**src/rtl/coef_mem_arbiter_pkg.sv**
```systemverilog
// Shared constants and types for the coefficient-BRAM round-robin arbiter.
// Holds the requester indices, the read encoding of the byte enables and the word width.
package coef_mem_arbiter_pkg;

    localparam int unsigned NREQ_DEF = 3;
    localparam int unsigned ADDR_W   = 8;
    localparam int unsigned DATA_W   = 16;
    localparam int unsigned WE_W     = 8;

    // Fixed requester slots on the coefficient port
    localparam int unsigned REQ_CU   = 0;
    localparam int unsigned REQ_BP   = 1;
    localparam int unsigned REQ_HOST = 2;

    localparam logic [WE_W-1:0] WE_READ = 8'h00;

    typedef enum logic {
        ST_IDLE = 1'b0,
        ST_OWN  = 1'b1
    } arb_state_e;

    // Index reached by stepping 'off' places past 'base' around a ring of 'n' slots
    function automatic int unsigned rr_wrap(int unsigned base, int unsigned off, int unsigned n);
        return (base + off) % n;
    endfunction

endpackage

```
**src/rtl/coef_mem_arbiter_if.sv**
```systemverilog
// Requester-side and memory-side signals of the coefficient BRAM arbiter.
// slave = arbiter view; master = requesters plus the BRAM itself.
interface coef_mem_arbiter_if
    import coef_mem_arbiter_pkg::*;
#(
    parameter int unsigned NREQ = NREQ_DEF,
    parameter int unsigned A    = ADDR_W,
    parameter int unsigned N    = DATA_W
);

    logic [NREQ-1:0]      req;
    logic [NREQ-1:0]      lock;
    logic [NREQ*A-1:0]    addr;
    logic [NREQ*WE_W-1:0] we;
    logic [NREQ*N-1:0]    wdata;
    logic [NREQ-1:0]      gnt;
    logic [NREQ-1:0]      rvalid;
    logic [N-1:0]         rdata;

    logic                 mem_en;
    logic [A-1:0]         mem_addr;
    logic [WE_W-1:0]      mem_we;
    logic [N-1:0]         mem_din;
    logic [N-1:0]         mem_dout;

    modport slave (
        input  req, lock, addr, we, wdata, mem_dout,
        output gnt, rvalid, rdata, mem_en, mem_addr, mem_we, mem_din
    );

    modport master (
        output req, lock, addr, we, wdata, mem_dout,
        input  gnt, rvalid, rdata, mem_en, mem_addr, mem_we, mem_din
    );

endinterface

```
**src/rtl/coef_mem_arbiter_rr_pick.sv**
```systemverilog
// Combinational round-robin picker: first active request after ptr, wrapping back to ptr.
// Returns the winner both one-hot and as an index.
module coef_mem_arbiter_rr_pick
    import coef_mem_arbiter_pkg::*;
#(
    parameter int unsigned NREQ = NREQ_DEF,
    parameter int unsigned PW   = $clog2(NREQ)
) (
    input  logic [NREQ-1:0] req,
    input  logic [PW-1:0]   ptr,
    output logic [NREQ-1:0] pick_c,
    output logic [PW-1:0]   idx_c,
    output logic            valid_c
);

    always_comb begin
        pick_c  = '0;
        idx_c   = '0;
        valid_c = 1'b0;
        // ptr itself is visited last, so the previous winner has lowest priority
        for (int unsigned off = 1; off <= NREQ; off++) begin
            if (!valid_c && req[PW'(rr_wrap(32'(ptr), off, NREQ))]) begin
                pick_c[PW'(rr_wrap(32'(ptr), off, NREQ))] = 1'b1;
                idx_c   = PW'(rr_wrap(32'(ptr), off, NREQ));
                valid_c = 1'b1;
            end
        end
    end

endmodule

```
**src/rtl/coef_mem_arbiter.sv**
```systemverilog
// Round-robin arbiter sharing the single-port coefficient BRAM between NREQ requesters.
// Define ARB_TIMEOUT_EN to bound how long a locked owner may hold the port (MAX_HOLD cycles).
module coef_mem_arbiter
    import coef_mem_arbiter_pkg::*;
#(
    parameter int unsigned NREQ = NREQ_DEF,
    parameter int unsigned A    = ADDR_W,
    parameter int unsigned N    = DATA_W
`ifdef ARB_TIMEOUT_EN
    ,
    parameter int unsigned MAX_HOLD = 64
`endif
) (
    input  logic               clk,
    input  logic               rst,
    coef_mem_arbiter_if.slave  bus
);

    localparam int unsigned PW = $clog2(NREQ);

    arb_state_e      state_q, state_d;
    logic [NREQ-1:0] gnt_q, gnt_d;
    logic [NREQ-1:0] rvalid_q, rvalid_d;
    logic [PW-1:0]   ptr_q, ptr_d;

    logic [NREQ-1:0] pick_c;
    logic [PW-1:0]   pick_idx_c;
    logic            pick_valid_c;

    logic            own_c;
    logic            own_req_c;
    logic            own_lock_c;
    logic            force_c;
    logic            keep_c;
    logic            mem_en_c;
    logic            rd_c;

    logic [A-1:0]    addr_a  [NREQ];
    logic [WE_W-1:0] we_a    [NREQ];
    logic [N-1:0]    wdata_a [NREQ];
    logic [A-1:0]    own_addr_c;
    logic [WE_W-1:0] own_we_c;
    logic [N-1:0]    own_wdata_c;

    // Unpack per-requester fields so the owner can be selected by index
    for (genvar i = 0; i < NREQ; i++) begin : g_unpack
        assign addr_a[i]  = bus.addr[i*A +: A];
        assign we_a[i]    = bus.we[i*WE_W +: WE_W];
        assign wdata_a[i] = bus.wdata[i*N +: N];
    end

    coef_mem_arbiter_rr_pick #(
        .NREQ (NREQ),
        .PW   (PW)
    ) u_rr_pick (
        .req     (bus.req),
        .ptr     (ptr_q),
        .pick_c  (pick_c),
        .idx_c   (pick_idx_c),
        .valid_c (pick_valid_c)
    );

    // While owning, ptr_q always holds the owner index
    assign own_c       = (state_q == ST_OWN);
    assign own_req_c   = own_c && bus.req[ptr_q];
    assign own_lock_c  = own_req_c && bus.lock[ptr_q];
    assign own_addr_c  = own_c ? addr_a[ptr_q]  : '0;
    assign own_we_c    = own_c ? we_a[ptr_q]    : WE_READ;
    assign own_wdata_c = own_c ? wdata_a[ptr_q] : '0;

`ifdef ARB_TIMEOUT_EN
    localparam int unsigned CW = $clog2(MAX_HOLD + 1);

    logic [CW-1:0] hold_q, hold_d;
    logic          others_c;

    assign others_c = |(bus.req & ~gnt_q);
    // hold_q counts earlier locked cycles; this cycle is the MAX_HOLD-th when it reaches MAX_HOLD-1
    assign force_c  = own_lock_c && others_c && (hold_q == CW'(MAX_HOLD - 1));
    assign hold_d   = !keep_c ? '0 :
                      (hold_q == CW'(MAX_HOLD - 1)) ? hold_q : hold_q + CW'(1);

    always_ff @(posedge clk) begin
        if (rst) begin
            hold_q <= '0;
        end else begin
            hold_q <= hold_d;
        end
    end
`else
    assign force_c = 1'b0;
`endif

    assign keep_c = own_lock_c && !force_c;

    // Memory access happens in the granted cycle; nothing reaches the BRAM during reset
    assign mem_en_c = own_req_c && !rst;
    assign rd_c     = mem_en_c && (own_we_c == WE_READ);

    always_comb begin
        state_d  = state_q;
        gnt_d    = gnt_q;
        ptr_d    = ptr_q;
        rvalid_d = '0;
        if (rd_c) begin
            rvalid_d = gnt_q;
        end
        if (!keep_c) begin
            if (pick_valid_c) begin
                state_d = ST_OWN;
                gnt_d   = pick_c;
                ptr_d   = pick_idx_c;
            end else begin
                state_d = ST_IDLE;
                gnt_d   = '0;
            end
        end
    end

    always_ff @(posedge clk) begin
        if (rst) begin
            state_q  <= ST_IDLE;
            gnt_q    <= '0;
            ptr_q    <= PW'(NREQ - 1);
            rvalid_q <= '0;
        end else begin
            state_q  <= state_d;
            gnt_q    <= gnt_d;
            ptr_q    <= ptr_d;
            rvalid_q <= rvalid_d;
        end
    end

    assign bus.gnt      = gnt_q;
    assign bus.rvalid   = rvalid_q;
    assign bus.rdata    = bus.mem_dout;
    assign bus.mem_en   = mem_en_c;
    assign bus.mem_addr = own_addr_c;
    assign bus.mem_we   = mem_en_c ? own_we_c : WE_READ;
    assign bus.mem_din  = own_wdata_c;

endmodule

```
**src/flat_wrapper.sv**
```systemverilog
// flat-port wrapper written by rule: the top's interface ports become plain ports
module coef_mem_arbiter_flat import coef_mem_arbiter_pkg::*;
#(
    parameter int unsigned NREQ = NREQ_DEF,
    parameter int unsigned A    = ADDR_W,
    parameter int unsigned N    = DATA_W

)
  (clk, rst, bus_req, bus_lock, bus_addr, bus_we, bus_wdata, bus_mem_dout, bus_gnt, bus_rvalid, bus_rdata, bus_mem_en, bus_mem_addr, bus_mem_we, bus_mem_din);
  coef_mem_arbiter_if #(.NREQ(NREQ), .A(A), .N(N)) bus_i ();
  input  logic clk;
  input  logic rst;
  input wire logic [$bits(bus_i.req)-1:0] bus_req;
  input wire logic [$bits(bus_i.lock)-1:0] bus_lock;
  input wire logic [$bits(bus_i.addr)-1:0] bus_addr;
  input wire logic [$bits(bus_i.we)-1:0] bus_we;
  input wire logic [$bits(bus_i.wdata)-1:0] bus_wdata;
  input wire logic [$bits(bus_i.mem_dout)-1:0] bus_mem_dout;
  output wire logic [$bits(bus_i.gnt)-1:0] bus_gnt;
  output wire logic [$bits(bus_i.rvalid)-1:0] bus_rvalid;
  output wire logic [$bits(bus_i.rdata)-1:0] bus_rdata;
  output wire logic [$bits(bus_i.mem_en)-1:0] bus_mem_en;
  output wire logic [$bits(bus_i.mem_addr)-1:0] bus_mem_addr;
  output wire logic [$bits(bus_i.mem_we)-1:0] bus_mem_we;
  output wire logic [$bits(bus_i.mem_din)-1:0] bus_mem_din;
  assign bus_i.req = bus_req;
  assign bus_i.lock = bus_lock;
  assign bus_i.addr = bus_addr;
  assign bus_i.we = bus_we;
  assign bus_i.wdata = bus_wdata;
  assign bus_i.mem_dout = bus_mem_dout;
  assign bus_gnt = bus_i.gnt;
  assign bus_rvalid = bus_i.rvalid;
  assign bus_rdata = bus_i.rdata;
  assign bus_mem_en = bus_i.mem_en;
  assign bus_mem_addr = bus_i.mem_addr;
  assign bus_mem_we = bus_i.mem_we;
  assign bus_mem_din = bus_i.mem_din;
  coef_mem_arbiter #(.NREQ(NREQ), .A(A), .N(N)) u_core (.clk(clk), .rst(rst), .bus(bus_i));
endmodule
```
**config.mk**
```make
export PLATFORM = sky130hd
export DESIGN_NAME = coef_mem_arbiter_flat
export DESIGN_NICKNAME = d
export VERILOG_FILES = /design/src/rtl/coef_mem_arbiter_pkg.sv /design/src/rtl/coef_mem_arbiter_if.sv /design/src/rtl/coef_mem_arbiter_rr_pick.sv /design/src/rtl/coef_mem_arbiter.sv /design/src/flat_wrapper.sv
export SDC_FILE = /design/constraint.sdc
export NUM_CORES = 1
export LEC_CHECK = 0
export CORE_MARGIN = 2
export CORE_UTILIZATION = 31
export CTS_CLUSTER_SIZE = 24
export DETAILED_ROUTE_END_ITERATION = 12
export HOLD_SLACK_MARGIN = 0.08
export PLACE_DENSITY_LB_ADDON = 0.05
export SKIP_LAST_GASP = 1
export SYNTH_ARGS = -nofsm -noshare
export SYNTH_HDL_FRONTEND = slang
export SYNTH_HIERARCHICAL = 1
export SYNTH_SLANG_ARGS = --single-unit
```
**constraint.sdc**
```tcl
create_clock -name clk -period 2.6 [get_ports clk]
set_clock_uncertainty 0.05 [all_clocks]
set_input_delay 0.26 -clock clk [delete_from_list [all_inputs] [get_ports clk]]
set_output_delay 0.26 -clock clk [all_outputs]
set_load 0.05 [all_outputs]
```
==> impl_metrics.env <==
export IMPL_status="finished, final reports clean"
export IMPL_syn_nets=369
export IMPL_synth_cells=245
export IMPL_synth_ff_type="dfxtp_1"
export IMPL_dp_hpwl_mm=5.53
export IMPL_clock_path_buffers=2
export IMPL_critPathLaunchType="flop"
export IMPL_timing_critical_path_cells="buf_4, nor2b_4, buf_12, a2bb2oi_1, nor2_1, buf_12"
export IMPL_endpoint="bus_mem_we[5]"
export IMPL_period_share=0.906
export IMPL_power_density_nw_per_um2=891
export IMPL_ys_types=43
export IMPL_r2r_start="u_core/ptr_q[0]$_SDFFE_PP0P_"
export IMPL_cts_sinks=9
export IMPL_grt_overflow=0
export IMPL_r2r_slack_ns=0.36
export IMPL_n_fill_cell=491
export IMPL_cts_setup_buffers=0
export IMPL_synthArstFlopShare=0
export IMPL_post_route_drc_count=0
export IMPL_yosys_warnings=6
export IMPL_dpl_cell_area_um2=3470
export IMPL_core_area_um2=5570
export IMPL_grt_max_degree=40
export IMPL_path_max_fanout=39
export IMPL_viasPerCell=4.85
export IMPL_syn_area_um2=1820
export IMPL_ctsResizeCount=0
export IMPL_final_common_cell="clkdlybuf4s50_1"
export IMPL_diodes=0
export IMPL_routedWlPerCell_um=15.5
export IMPL_fmax_mhz=424
export IMPL_routed_wl_mm=6.74
export IMPL_port_buffers=142
export IMPL_cts_buffers=3
export IMPL_drt_iter0_drc=47
export IMPL_start_util=0.326
export IMPL_reg2reg_to="u_core/ptr_q[1]$_SDFFE_PP1P_"
export IMPL_grt_pass1_vias=1951
export IMPL_rsz0062_at_grt="no"
export IMPL_peakVddDrop_v=0.000569
export IMPL_path_clk_slew_ns=0.04
export IMPL_leakage_nw=1.46
export IMPL_cap_viol_max_count=0
export IMPL_fin_tns_setup_ns=0
export IMPL_area_growth_pct=93.4
export IMPL_critPathKind="reg -> out"
export IMPL_slowest_stage="buf_4"
export IMPL_power_total_mw=3.13
export IMPL_io_pins=175
export IMPL_r2r_cells=9
export IMPL_grt_pass1_wl_mm=10.1
export IMPL_worstSetupStartpoint="u_core/ptr_q[0]$_SDFFE_PP0P_"
export IMPL_synth_seq_cells=9
export IMPL_fin_nets=487
export IMPL_worstPathRequired_ns=2.29
export IMPL_setup_viol=0
export IMPL_min_period_ns=2.36
export IMPL_fp_row_count=27
export IMPL_die_height_um=80.6
export IMPL_hp_class="reg -> reg"
export IMPL_ys_seq_area_frac=0.0992
export IMPL_grt_usage=0.196
export IMPL_synth_edff_count=0
export IMPL_clockRootBuffer="clkbuf_8"
export IMPL_slew_violations=0
export IMPL_fin_area_um2=3510
export IMPL_cp_end_kind="output pin"
export IMPL_cts_tree="built"
export IMPL_worst_pin_slew_ns=0.557
export IMPL_hold_viol_final=0
export IMPL_avgSynthCellArea_um2=7.42
export IMPL_clk_latency_ns=0.22
export IMPL_ant_nets=0
export IMPL_ff_latch_area_um2=181
export IMPL_first_pass_iters=5
export IMPL_multi_input_area_um2=1340
export IMPL_cp_common_cell="buf_12"
export IMPL_final_cell_mix="clkdlybuf4s50_1, mux2i_1, buf_12"
export IMPL_hp_start="u_core/bus.gnt[1]$_SDFFE_PP0N_"
export IMPL_gp_congestion=0.855
export IMPL_antenna_found_initial=0
export IMPL_htree_num_levels=1
export IMPL_cpPeakStageDelay_ns=0.41
export IMPL_slew_limit_headroom=0.627
export IMPL_cts_hold_buffers_added=0
export IMPL_die_area_um2=6490
export IMPL_layout_drive_gt1_share=0.166
export IMPL_vias=2107
export IMPL_die_width_um=80.6
export IMPL_crit_arrival_ns=2.05
[final cells by class]
cell class              count  share of cell area
clock buffers               4              0.0128
repair buffers            148               0.515
inverters                  13              0.0139
well taps                  72              0.0256
flip-flops and latches      9              0.0516
multi-input cells         188               0.381
[worst min path at each step]
| stage | to | slack (ns) | depth (start not counted) |
|---|---|---|---|
| 5_1_grt | u_core/bus.rvalid[1]$_SDFF_PP0_ | 0.43 | 2 |
| 3_5_place_dp | u_core/bus.rvalid[1]$_SDFF_PP0_ | 0.40 | 2 |
| 2_1_floorplan | u_core/bus.rvalid[2]$_SDFF_PP0_ | 0.46 | 3 |
| 4_1_cts | u_core/bus.rvalid[1]$_SDFF_PP0_ | 0.41 | 2 |
| 6_report | u_core/bus.rvalid[1]$_SDFF_PP0_ | 0.42 | 2 |
| 3_3_place_gp | u_core/bus.rvalid[1]$_SDFF_PP0_ | 0.41 | 2 |
[power by group]
| group | internal (mW) | switching (mW) |
|---|---|---|
| sequential | 0.177 | 0.0537 |
| combinational | 1.27 | 1.47 |
| clock | 0.106 | 0.0512 |
[registers in the layout, summed over array words and instances (netlist names)]
register / cells
u_core/own_c: 1
u_core/ptr_q: 2
u_core/bus.rvalid: 3
u_core/bus.gnt: 3
[synth_stat cells (all sizes together), types with 6 or more instances]
| master | count | area, um^2 |
|---|---|---|
| a21oi | 6 | 41.3 |
| and2 | 24 | 150 |
| dfxtp | 9 | 180 |
| nor2 | 12 | 45.0 |
| inv | 13 | 48.8 |
| buf | 29 | 226 |
| mux2i | 38 | 380 |
| clkbuf | 6 | 22.5 |
| a2bb2oi | 8 | 82.6 |
| nand4 | 6 | 37.5 |
| o21ai | 28 | 144 |
| nand2 | 31 | 116 |
[critical path: cells and delay by family, from the launching register on]
family                 cells  cell delay, ns
AND/OR/NAND/NOR            2            0.58
AO/OA/AOI/OAI              1            0.11
buffers and inverters      3            0.79
flip-flops                 1            0.33
[routing by layer]
| metal | vias to the layer above | track usage | share of wire |
|---|---|---|---|
| met3 | 0 | 0.0281 | 0.077 |
| li1 | 1073 | - | - |
| met5 | - | 0 | 0 |
| met1 | 959 | 0.249 | 0.41 |
| met4 | 0 | 0.0407 | 0 |
| met2 | 75 | 0.351 | 0.51 |
[cell families after synthesis]
family	Yosys count	share of synthesized area
flip-flops	9	0.0992
adder cells (fa/ha/maj)	4	0.0275
multiplexers	40	0.226
AO/OA/AOI/OAI	59	0.234
AND/OR/NAND/NOR	85	0.249
buffers and inverters	48	0.164
[through the flow]
step,worst slack [ns],cells,utilization,hold WS (ns)
after floorplan,0.504,245,-,0.462
after global placement,0.399,430,0.622,0.406
after detailed placement,0.351,430,0.622,0.405
after CTS,0.212,434,0.630,0.412
after global routing,0.0708,434,0.630,0.434
final,0.244,434,0.630,0.419
Power figures use the tool's default switching activity.
